**src/rtl/data_structures.sv**
```systemverilog
// Default queue depth, queue entry layout and control-state encoding shared by the instruction queue.
`ifndef INSN_QUEUE_DEPTH
`define INSN_QUEUE_DEPTH 4
`endif

package data_structures;

  localparam int INSN_QUEUE_DEPTH = `INSN_QUEUE_DEPTH;

  typedef struct packed {
    logic [31:0] insnbits;
    logic [63:0] pc;
  } entry_t;

  typedef enum logic {
    ST_RUN    = 1'b0,
    ST_HALTED = 1'b1
  } state_t;

endpackage

```
**src/rtl/insn_queue.sv**
```systemverilog
// Fetch-to-dispatch FIFO with a one-cycle write-to-head latency and no bypass.
// Ready to fetch is low when the queue is full or after a zero word; dispatch stalls by holding in_stall.
module insn_queue
  import data_structures::*;
#(
  parameter int DEPTH = INSN_QUEUE_DEPTH
) (
  input  logic                       in_clk,
  input  logic                       in_rst,
  input  logic                       in_fetch_done,
  input  logic [31:0]                in_fetch_insnbits,
  input  logic [63:0]                in_fetch_pc,
  output logic                       out_fetch_ready,
  output logic                       out_d_done,
  output logic [31:0]                out_d_insnbits,
  output logic [63:0]                out_d_pc,
  input  logic                       in_stall,
  input  logic                       in_flush,
  output logic                       out_halt_done,
  output logic [$clog2(DEPTH+1)-1:0] out_count
);

  localparam int PW = $clog2(DEPTH);
  localparam int CW = $clog2(DEPTH + 1);
  localparam logic [CW-1:0] FULL = CW'(DEPTH);

  entry_t        mem [DEPTH];
  entry_t        head;
  logic [PW-1:0] rd_ptr;
  logic [PW-1:0] wr_ptr;
  logic [CW-1:0] count;
  state_t        state;
  state_t        state_nxt;
  logic          offer_ok;
  logic          zero_word;
  logic          push;
  logic          pop;

  always_comb begin
    offer_ok  = in_fetch_done && out_fetch_ready && !in_flush;
    zero_word = (in_fetch_insnbits == 32'd0);
    push      = offer_ok && !zero_word;
    pop       = out_d_done && !in_stall && !in_flush;
  end

  // A zero word is the halt marker: it is consumed but never stored.
  always_comb begin
    state_nxt = state;
    case (state)
      ST_RUN:    if (offer_ok && zero_word) state_nxt = ST_HALTED;
      ST_HALTED: state_nxt = ST_HALTED;
    endcase
    if (in_flush) state_nxt = ST_RUN;
  end

  always_ff @(posedge in_clk or negedge in_rst) begin
    if (!in_rst) begin
      state  <= ST_RUN;
      count  <= '0;
      rd_ptr <= '0;
      wr_ptr <= '0;
    end else begin
      state <= state_nxt;
      if (in_flush) begin
        count  <= '0;
        rd_ptr <= '0;
        wr_ptr <= '0;
      end else begin
        if (push) wr_ptr <= wr_ptr + PW'(1);
        if (pop)  rd_ptr <= rd_ptr + PW'(1);
        case ({push, pop})
          2'b10:   count <= count + CW'(1);
          2'b01:   count <= count - CW'(1);
          default: count <= count;
        endcase
      end
    end
  end

  // Storage is not reset; occupancy alone decides what is visible.
  always_ff @(posedge in_clk) begin
    if (push) mem[wr_ptr] <= '{insnbits: in_fetch_insnbits, pc: in_fetch_pc};
  end

  always_comb begin
    head            = mem[rd_ptr];
    out_count       = count;
    out_d_done      = (count != '0);
    out_d_insnbits  = out_d_done ? head.insnbits : 32'd0;
    out_d_pc        = out_d_done ? head.pc : 64'd0;
    out_fetch_ready = (count < FULL) && (state == ST_RUN);
    out_halt_done   = (state == ST_HALTED) && (count == '0);
  end

endmodule
```
**config.mk**
```make
export PLATFORM = sky130hd
export DESIGN_NAME = insn_queue
export DESIGN_NICKNAME = d
export VERILOG_FILES = /design/src/rtl/data_structures.sv /design/src/rtl/insn_queue.sv
export SDC_FILE = /design/constraint.sdc
export NUM_CORES = 1
export LEC_CHECK = 0
export CORE_ASPECT_RATIO = 1.2
export CORE_UTILIZATION = 41
export DETAILED_ROUTE_END_ITERATION = 16
export GPL_ROUTABILITY_DRIVEN = 0
export PLACE_DENSITY = 0.68
export SETUP_SLACK_MARGIN = 0.2
export SLEW_MARGIN = 30
export SYNTH_ARGS = -nofsm -noshare
export SYNTH_HDL_FRONTEND = slang
export SYNTH_SLANG_ARGS = --single-unit
```
**constraint.sdc**
```tcl
create_clock -name in_clk -period 4.65 [get_ports in_clk]
set_input_delay 0.6975 -clock in_clk [delete_from_list [all_inputs] [get_ports in_clk]]
set_output_delay 0.6975 -clock in_clk [all_outputs]
set_load 0.005 [all_outputs]
```
* Yosys cells after proc, flatten, opt, wreduce, memory -nomap -nowiden
Memories as Yosys holds them, arrays and structs flattened.
Cells that the tools add are included.
** Word-level totals
- Register bits after elaboration :: 8
- Memory bits (writable) :: 384
- Bits of input ports :: 101
- Output and inout port bits :: 102
- Word-level logic and storage cells :: 43
- Memories kept :: 1
** Memories
- mem :: words 4, bits a word 96, rd ports 1, clocked after Yosys merged registers in 0, wr ports 1, line insn_queue.sv:27 : entry_t mem [DEPTH];
** Cells by class
- Add/subtract/negate cells :: 4
- Magnitude comparators :: 1
- Equal/unequal tests :: 2
- Muxes and demuxes :: 13
- Bitwise logic cells :: 1
- Reduce and logical (&&, ||, !) cells :: 17
** Operators with widths (count)
- 64-bit 2-to-1 mux :: 1
- 32-bit logical NOT :: 1
- 32-bit 2-to-1 mux :: 1
- 1-bit logical AND :: 8
- 2-bit 2-to-1 mux :: 4
- 3-bit case mux with 2 select lines :: 1
- 3-bit nonzero test :: 2
- 2-bit by 1-bit adder with 2-bit output, second input constant :: 2
- 1-bit 2-to-1 mux :: 4
- 2-bit nonzero test :: 2
- 3-bit by 1-bit adder with 3-bit output, second input constant :: 1
- 1-bit logical NOT :: 3
- 3-bit logical NOT :: 1
- 3-bit less-than comparator, second input constant :: 1
- 3-bit 2-to-1 mux :: 1
- 3-bit by 1-bit subtractor with 3-bit output, second input constant :: 1
- 2-bit by 1-bit == test with 1-bit output, second input constant :: 1
- 2-bit == test, second input constant :: 1
- 1-bit case mux with 2 select lines :: 1
- 1-bit NOT :: 1

* Longest topological paths before layout
Gate-level depths: netlist of the first run.
- Depth after elaboration :: 8
- Mapped depth :: 8
- Depth with buffers taken out :: 8

* Worst setup path after synthesis of the first run
No wires, ideal clock.
- Path kind :: input to register
- Start :: input port in_fetch_insnbits[4]
- End :: memory mem[0][0] (netlist bit) (enable)
- Setup time :: 0.466 ns
- Arrival :: 3.547 ns
- Required time :: 4.184 ns
- Slack :: 0.637 ns
- Stages on the path :: 5
- Buffers on the path :: 0
- Path through :: nor4_2 -> and4_4 -> a21o_4 -> nor2_1 -> and2_1
** On the way
- Word-level cells in the longest chain between the ends :: 5
** RTL lines
- start, declared :: line insn_queue.sv:11 : input logic [31:0] in_fetch_insnbits,
- 32-bit logical NOT :: line insn_queue.sv:41 : zero_word = (in_fetch_insnbits == 32'd0);
- 1-bit logical NOT :: line insn_queue.sv:42 : push = offer_ok && !zero_word;
- 1-bit logical AND :: line insn_queue.sv:42
- 1-bit 2-to-1 mux :: line insn_queue.sv:82 : if (push) mem[wr_ptr] <= '{insnbits: in_fetch_insnbits, pc: in_fetch_pc};
- 1-bit 2-to-1 mux (implied by the code) :: line insn_queue.sv:82
- end, declared :: line insn_queue.sv:27
Every way passes these cells.

* Worst setup path after layout of the first run
- Start :: register count[0] (netlist: out_count[0])
- End :: output port out_d_pc[55]
** On the way
- Word-level cells in the longest chain between the ends :: 2
** RTL lines
- start, declared :: line insn_queue.sv:31 : logic [CW-1:0] count;
- start signal, assigned :: line insn_queue.sv:72 : 2'b10: count <= count + CW'(1);
- start signal, assigned :: line insn_queue.sv:73 : 2'b01: count <= count - CW'(1);
- start signal, assigned :: line insn_queue.sv:74 : default: count <= count;
- 3-bit nonzero test :: line insn_queue.sv:88 : out_d_done = (count != '0);
- 64-bit 2-to-1 mux :: line insn_queue.sv:90 : out_d_pc = out_d_done ? head.pc : 64'd0;
- end, declared :: line insn_queue.sv:16 : output logic [63:0] out_d_pc,
Every way passes these cells.

==> flow_metrics.tcl, run 1 <==
set metrics [dict create \
    ff2ff_path_depth 6 \
    synth.top_cells.by_area "edfxtp_1 (76%), mux4_2 (14%), and2_1 (4.2%)" \
    critical_path.top_delay_family "buffers and inverters" \
    insertedDiodeCount 0 \
    routed_via_count_divided_by_cell_count 5.11 \
    hold_violations 0 \
    post_synth_instance_area_um2 15100 \
    critical_path_peak_fanout 33 \
    maxSlewViolCount 0 \
    fin_setup_tns_ns 0 \
    antenna_found_initial 0 \
    tritoncts.num_buffers 39 \
    setup_repair_bufs_after_cts 0 \
    ys_warn_count 0 \
    most_common_cell_type_on_the_critical_path "buf_4" \
    synth.yosys.seq_area_share_pct 77.7 \
    vias 7147 \
    die_area_um2 37600 \
    horizontal_extent_of_the_die_um 177 \
    slowest_stage "clkinv_2" \
    floorplan.core_area_um2 36100 \
    synth_largest_area_cell "edfxtp_1" \
    critPathMaxStageDelay_ns 0.54 \
    final.min_clock_period_ns 3.76 \
    synthMostInstantiatedCell "edfxtp_1" \
    gr-usage-all-layers_pct 16.4 \
    slew-limit-headroom_pct 47.1 \
    power_density_nw_per_um2 535 \
    synthTopCellsByCount "edfxtp_1 (384), and2_1 (101), mux4_2 (96), clkbuf_1 (16), buf_2 (13)" \
    top_ff_cell_synth "edfxtp_1" \
    share_of_cells_above_drive_strength_1_pct 20.1 \
    initial_util_pct 41.8 \
    number_of_global_route_vias_before_repair 7571 \
    r2r_end "mem[0][26]" \
    flow.area_growth_from_synthesis_pct 26.4 \
    clk_pin_slew_ns 0.06 \
    fin_skew_ns 0.0278 \
    final_min_period_over_clock_period_pct 80.8 \
    setup_viol 0 \
    grt_start_max_net_pins 49 \
    grt_first_pass_wirelength_um 45500 \
    synth.ff_latch_count 392 \
    syn-mean-instance-area_um2 22.5 \
    wl_per_cell_um 21.4 \
    run_status "finished clean" \
    netlist_instances 672 \
    crit_path_end "out_d_pc[55]" \
    netlist-cell-type-count 31 \
    async_reset_ff_share_pct 2.04 \
    fmax_mhz 266 \
    yosysTopAreaCellShare_pct 76.3 \
    timing.critical_path.buf_inv 4 \
    cts.repair.resized 0 \
    drc 0 \
    placementRows 76 \
    clock-root-buffer "clkbuf_16" \
    worstMarginPinSlew_ns 0.794 \
    synthesis.nets 778 \
    port_buffers 202 \
    detailedPlacementHpwl_um 18500 \
    critical_path.cell_chain "nor3_1 -> clkinv_2 -> buf_4 -> buf_4 -> and2_1 -> clkdlybuf4s50_1" \
    htree_levels 2 \
    whs_ns 0.440 \
    grt_overflow 0 \
    crit_cells 6 \
    drt.antenna.violating_nets 0 \
    cts_buffer_depth 3 \
    numClockSinks 392 \
    cp_data_required_time_ns 3.95 \
    reg2reg_setup_slack_ns 1.93 \
    drtIter0Drc 552 \
    wirelength_um 29900 \
    maxCapViolations 0 \
    setup.worst_path.class "reg -> out" \
    critical_path_arrival_ns 3.06 \
    timing.hold.worst.class "in -> async" \
    io_pins 203 \
    worstSetupStartpointType "flip-flop" \
    synth-edff-count 384 \
    worstSetupStartpoint "out_count[0]" \
    cts_tree "built" \
    power.static_leakage_nw 6.02 \
    critical_path.reg2reg.startpoint "out_count[2]" \
    postCtsHoldBufs 0 \
    dieHeight_um 212 \
    nNetsFinal 1005 \
    worstSetupEndpointType "output pin" \
    clkLatencyLatePin_ns 0.56 \
    detailedRoute.firstPassIterationCount 6 \
    rsz0062_at_grt "false" \
    power.ir.vdd_worst_mv 0.260 \
]
-- flip-flops by register name, indices dropped and copies added (netlist names) --
| name | cells |
|---|---|
| wr_ptr | 2 |
| state | 1 |
| out_count | 3 |
| mem | 384 |
| rd_ptr | 2 |
-- cell families after synthesis --
logic type | count (synthesis) | share of synthesized area, %
mux | 98 | 14.5
simple gates | 131 | 5.54
buf+inv | 36 | 1.15
fa+ha+maj | 5 | 0.464
compound gates | 6 | 0.381
xor+xnor | 4 | 0.323
flops | 392 | 77.7
-- worst min-delay path by stage --
stage / end / cells past startpoint / slack (ns)
3_3_place_gp: state / 2 / 0.54
2_1_floorplan: out_count[0] / 0 / 0.40
3_5_place_dp: state / 2 / 0.53
5_1_grt: rd_ptr[1] / 1 / 0.44
6_report: rd_ptr[1] / 1 / 0.44
4_1_cts: rd_ptr[1] / 1 / 0.43
-- cell type report --
type / count / area (um2)
inverters: 3 / 12.5
flip-flops and latches: 392 / 11700
repair buffers: 219 / 2240
multi-input cells: 244 / 3210
well taps: 468 / 586
clock inverters: 23 / 289
clock buffers: 49 / 1010
fillers: 2815 / 17000
-- placed cells by master, fill, tap and decap left out, types with 5 or more instances in the layout --
cell type,Yosys,routed
buf_12,0,7
clkbuf_1,16,10
clkinv_2,0,5
and2_1,101,97
bufinv_16,0,5
edfxtp_1,384,384
mux4_2,96,96
clkdlybuf4s50_1,0,202
nor4_2,5,5
buf_4,0,10
dfrtp_1,8,6
clkinv_1,0,6
nor2_1,9,9
clkbuf_16,0,39
-- stage by stage --
step	cells	area [um2]	util (%)	total power, mW	setup WS (ns)
after floorplan	672	15100	-	5.70	0.637
final	1398	19100	52.8	10.2	0.891
after global placement	1326	17800	49.2	7.20	1.07
after detailed placement	1326	17800	49.2	7.21	1.04
after global routing	1398	19100	52.8	10.7	0.601
after CTS	1398	19100	52.8	10.4	0.785
-- power by group --
group	switching [mW]	internal [mW]	leakage [nW]
combinational	1.13	1.70	1.80
sequential	0.127	4.09	3.59
clock	1.31	1.85	0.634
-- metal layers --
| metal | GRT usage, % | wire length, um |
|---|---|---|
| met3 | 3.13 | 1740 |
| met1 | 22.4 | 12800 |
| met4 | 4.73 | 579 |
| met2 | 26.8 | 14800 |
| met5 | 0 | 0 |
Note: power is estimated with default switching activity, not from simulation.
==> run 2, diff against run 1 <==
==> constraint.sdc (replaced) <==
create_clock -name in_clk -period 3.6 [get_ports in_clk]
set_input_delay 0.54 -clock in_clk [delete_from_list [all_inputs] [get_ports in_clk]]
set_output_delay 0.54 -clock in_clk [all_outputs]
set_load 0.005 [all_outputs]
==> run 2 against run 1 <==
Effect of this change:
- core utilization fell by 0.066 points
- die area unchanged
- clock-buffer cell count decreased by 2
- critical endpoint is now out_d_insnbits[1]
- largest cell class unchanged
==> flow_metrics.tcl, run 2 (synthesis gave the netlist of run 1 again) <==
set metrics [dict create \
    critical_path_peak_fanout 60 \
    power.ir.vdd_worst_mv 0.352 \
    power.total_mw 12.9 \
    setup_viol 0 \
    cts_buffer_depth 3 \
    nNetsFinal 1007 \
    worstSetupStartpointType "flip-flop" \
    cts.repair.resized 0 \
    most_frequent_standard_cell_in_the_layout_excluding_fill_and_tap_cells "edfxtp_1" \
    flow.area_growth_from_synthesis_pct 26.2 \
    wirelength_um 29800 \
    tritoncts.num_buffers 39 \
    wl_per_cell_um 21.3 \
    drc 0 \
    instances_no_fill 1397 \
    place.detailed.instances 1326 \
    clkLatencyLatePin_ns 0.52 \
    io_pins 203 \
    routed_via_count_divided_by_cell_count 5.16 \
    detailedPlacementHpwl_um 18100 \
    slew-limit-headroom_pct 55.5 \
    fillCellCount 2863 \
    postCtsHoldBufs 0 \
    clock-root-buffer "clkbuf_16" \
    final.min_clock_period_ns 3.17 \
    rsz0062_at_grt "false" \
    cp_data_required_time_ns 3.06 \
    horizontal_extent_of_the_die_um 177 \
    setup.worst_path.class "reg -> out" \
    maxCapViolations 0 \
    final_min_period_over_clock_period_pct 88.1 \
    critical_path.cell_chain "nor3_1 -> clkinv_2 -> buf_4 -> and2_1 -> clkdlybuf4s50_1" \
    initial_util_pct 41.8 \
    grt_start_max_net_pins 61 \
    drt.antenna.violating_nets 0 \
    grt_first_pass_wirelength_um 45300 \
    fin_setup_tns_ns 0 \
    largest-register "mem" \
    number_of_global_route_vias_before_repair 7719 \
    power.static_leakage_nw 6.00 \
    port_buffers 202 \
    share_of_cells_above_drive_strength_1_pct 20.2 \
    dieHeight_um 212 \
    slowest_stage "dfrtp_1" \
    antenna_found_initial 1 \
    htree_levels 2 \
    maxSlewViolCount 0 \
    die_area_um2 37600 \
    cts_tree "built" \
    numClockSinks 392 \
    largest_register_ffs 384 \
    most-common-layout-cells "edfxtp_1 (384), clkdlybuf4s50_1 (202), and2_1 (97)" \
    detailedRoute.firstPassIterationCount 4 \
    critPathMaxStageDelay_ns 0.47 \
    gr-usage-all-layers_pct 16.3 \
    grt_overflow 0 \
    worstMarginPinSlew_ns 0.668 \
    fmax_mhz 315 \
    vias 7210 \
    clk_pin_slew_ns 0.06 \
    worstSetupEndpointType "output pin" \
    floorplan.core_area_um2 36100 \
    placementRows 76 \
    power_density_nw_per_um2 675 \
    drtIter0Drc 419 \
    setup_repair_bufs_after_cts 2 \
    hold_violations 0 \
    timing.hold.worst.class "in -> async" \
    run_status "finished clean" \
    fin_skew_ns 0.00608 \
    critical_path_arrival_ns 2.63 \
]
## run 2: cell types whose count changed in the layout (fill, tap and decap cells not counted), moves of 3 or more
cell / delta
buf_4: -3
clkinv_2: +5
bufinv_16: -3
buf_12: +5
clkbuf_1: -4
## run 2: final timing paths
check	startpoint	end	slack, ns	cells past startpoint
max in group asynchronous	in_rst	rd_ptr[0]	2.89	1
hold reg to reg	state	state	0.54	2
min in group in_clk	state	state	0.54	2
hold / removal	in_rst	rd_ptr[1]	0.35	1
setup reg to reg	out_count[2]	mem[1][18]	0.89	6
setup / recovery	out_count[0]	out_d_insnbits[1]	0.43	5
## run 2: stage by stage
stage,util (%),worst slack [ns],instance area (um2),hold WS (ns)
2_1_floorplan,-,0.811,15100,0.244
3_3_place_gp,49.4,0.440,17800,0.526
3_5_place_dp,49.4,0.378,17800,0.523
4_1_cts,52.7,0.387,19100,0.331
5_1_grt,52.7,0.241,19100,0.359
6_report,52.8,0.428,19100,0.345
## run 2: routing by layer
layer	track usage, %	routed length (um)	up-vias	part of all wire, %
li1	-	-	3208	-
met1	20.8	12200	3746	41
met2	27.8	15200	214	51
met3	3.70	1840	42	6.2
met4	4.40	542	0	1.8
met5	0	0	-	0
## run 2: cell type report
| type | instances | area, um2 | area share, % |
|---|---|---|---|
| multi-input cells | 244 | 3210 | 16.8 |
| flip-flops and latches | 392 | 11700 | 61.6 |
| diodes | 2 | 5.00 | 0.0263 |
| clock inverters | 20 | 148 | 0.774 |
| clock buffers | 47 | 1050 | 5.50 |
| repair buffers | 221 | 2310 | 12.1 |
| well taps | 468 | 586 | 3.07 |
| inverters | 3 | 12.5 | 0.0656 |
## run 2: power breakdown
group	total [mW]	switching [mW]	internal [mW]
clock	3.79	1.58	2.21
combinational	3.70	1.49	2.21
sequential	5.38	0.104	5.28
## run 2: worst max-delay path: cells and delay by family (launching register included)
kind	cells	cell delay [ns]
buf+inv	3	0.86
simple gates	2	0.73
flops	1	0.47
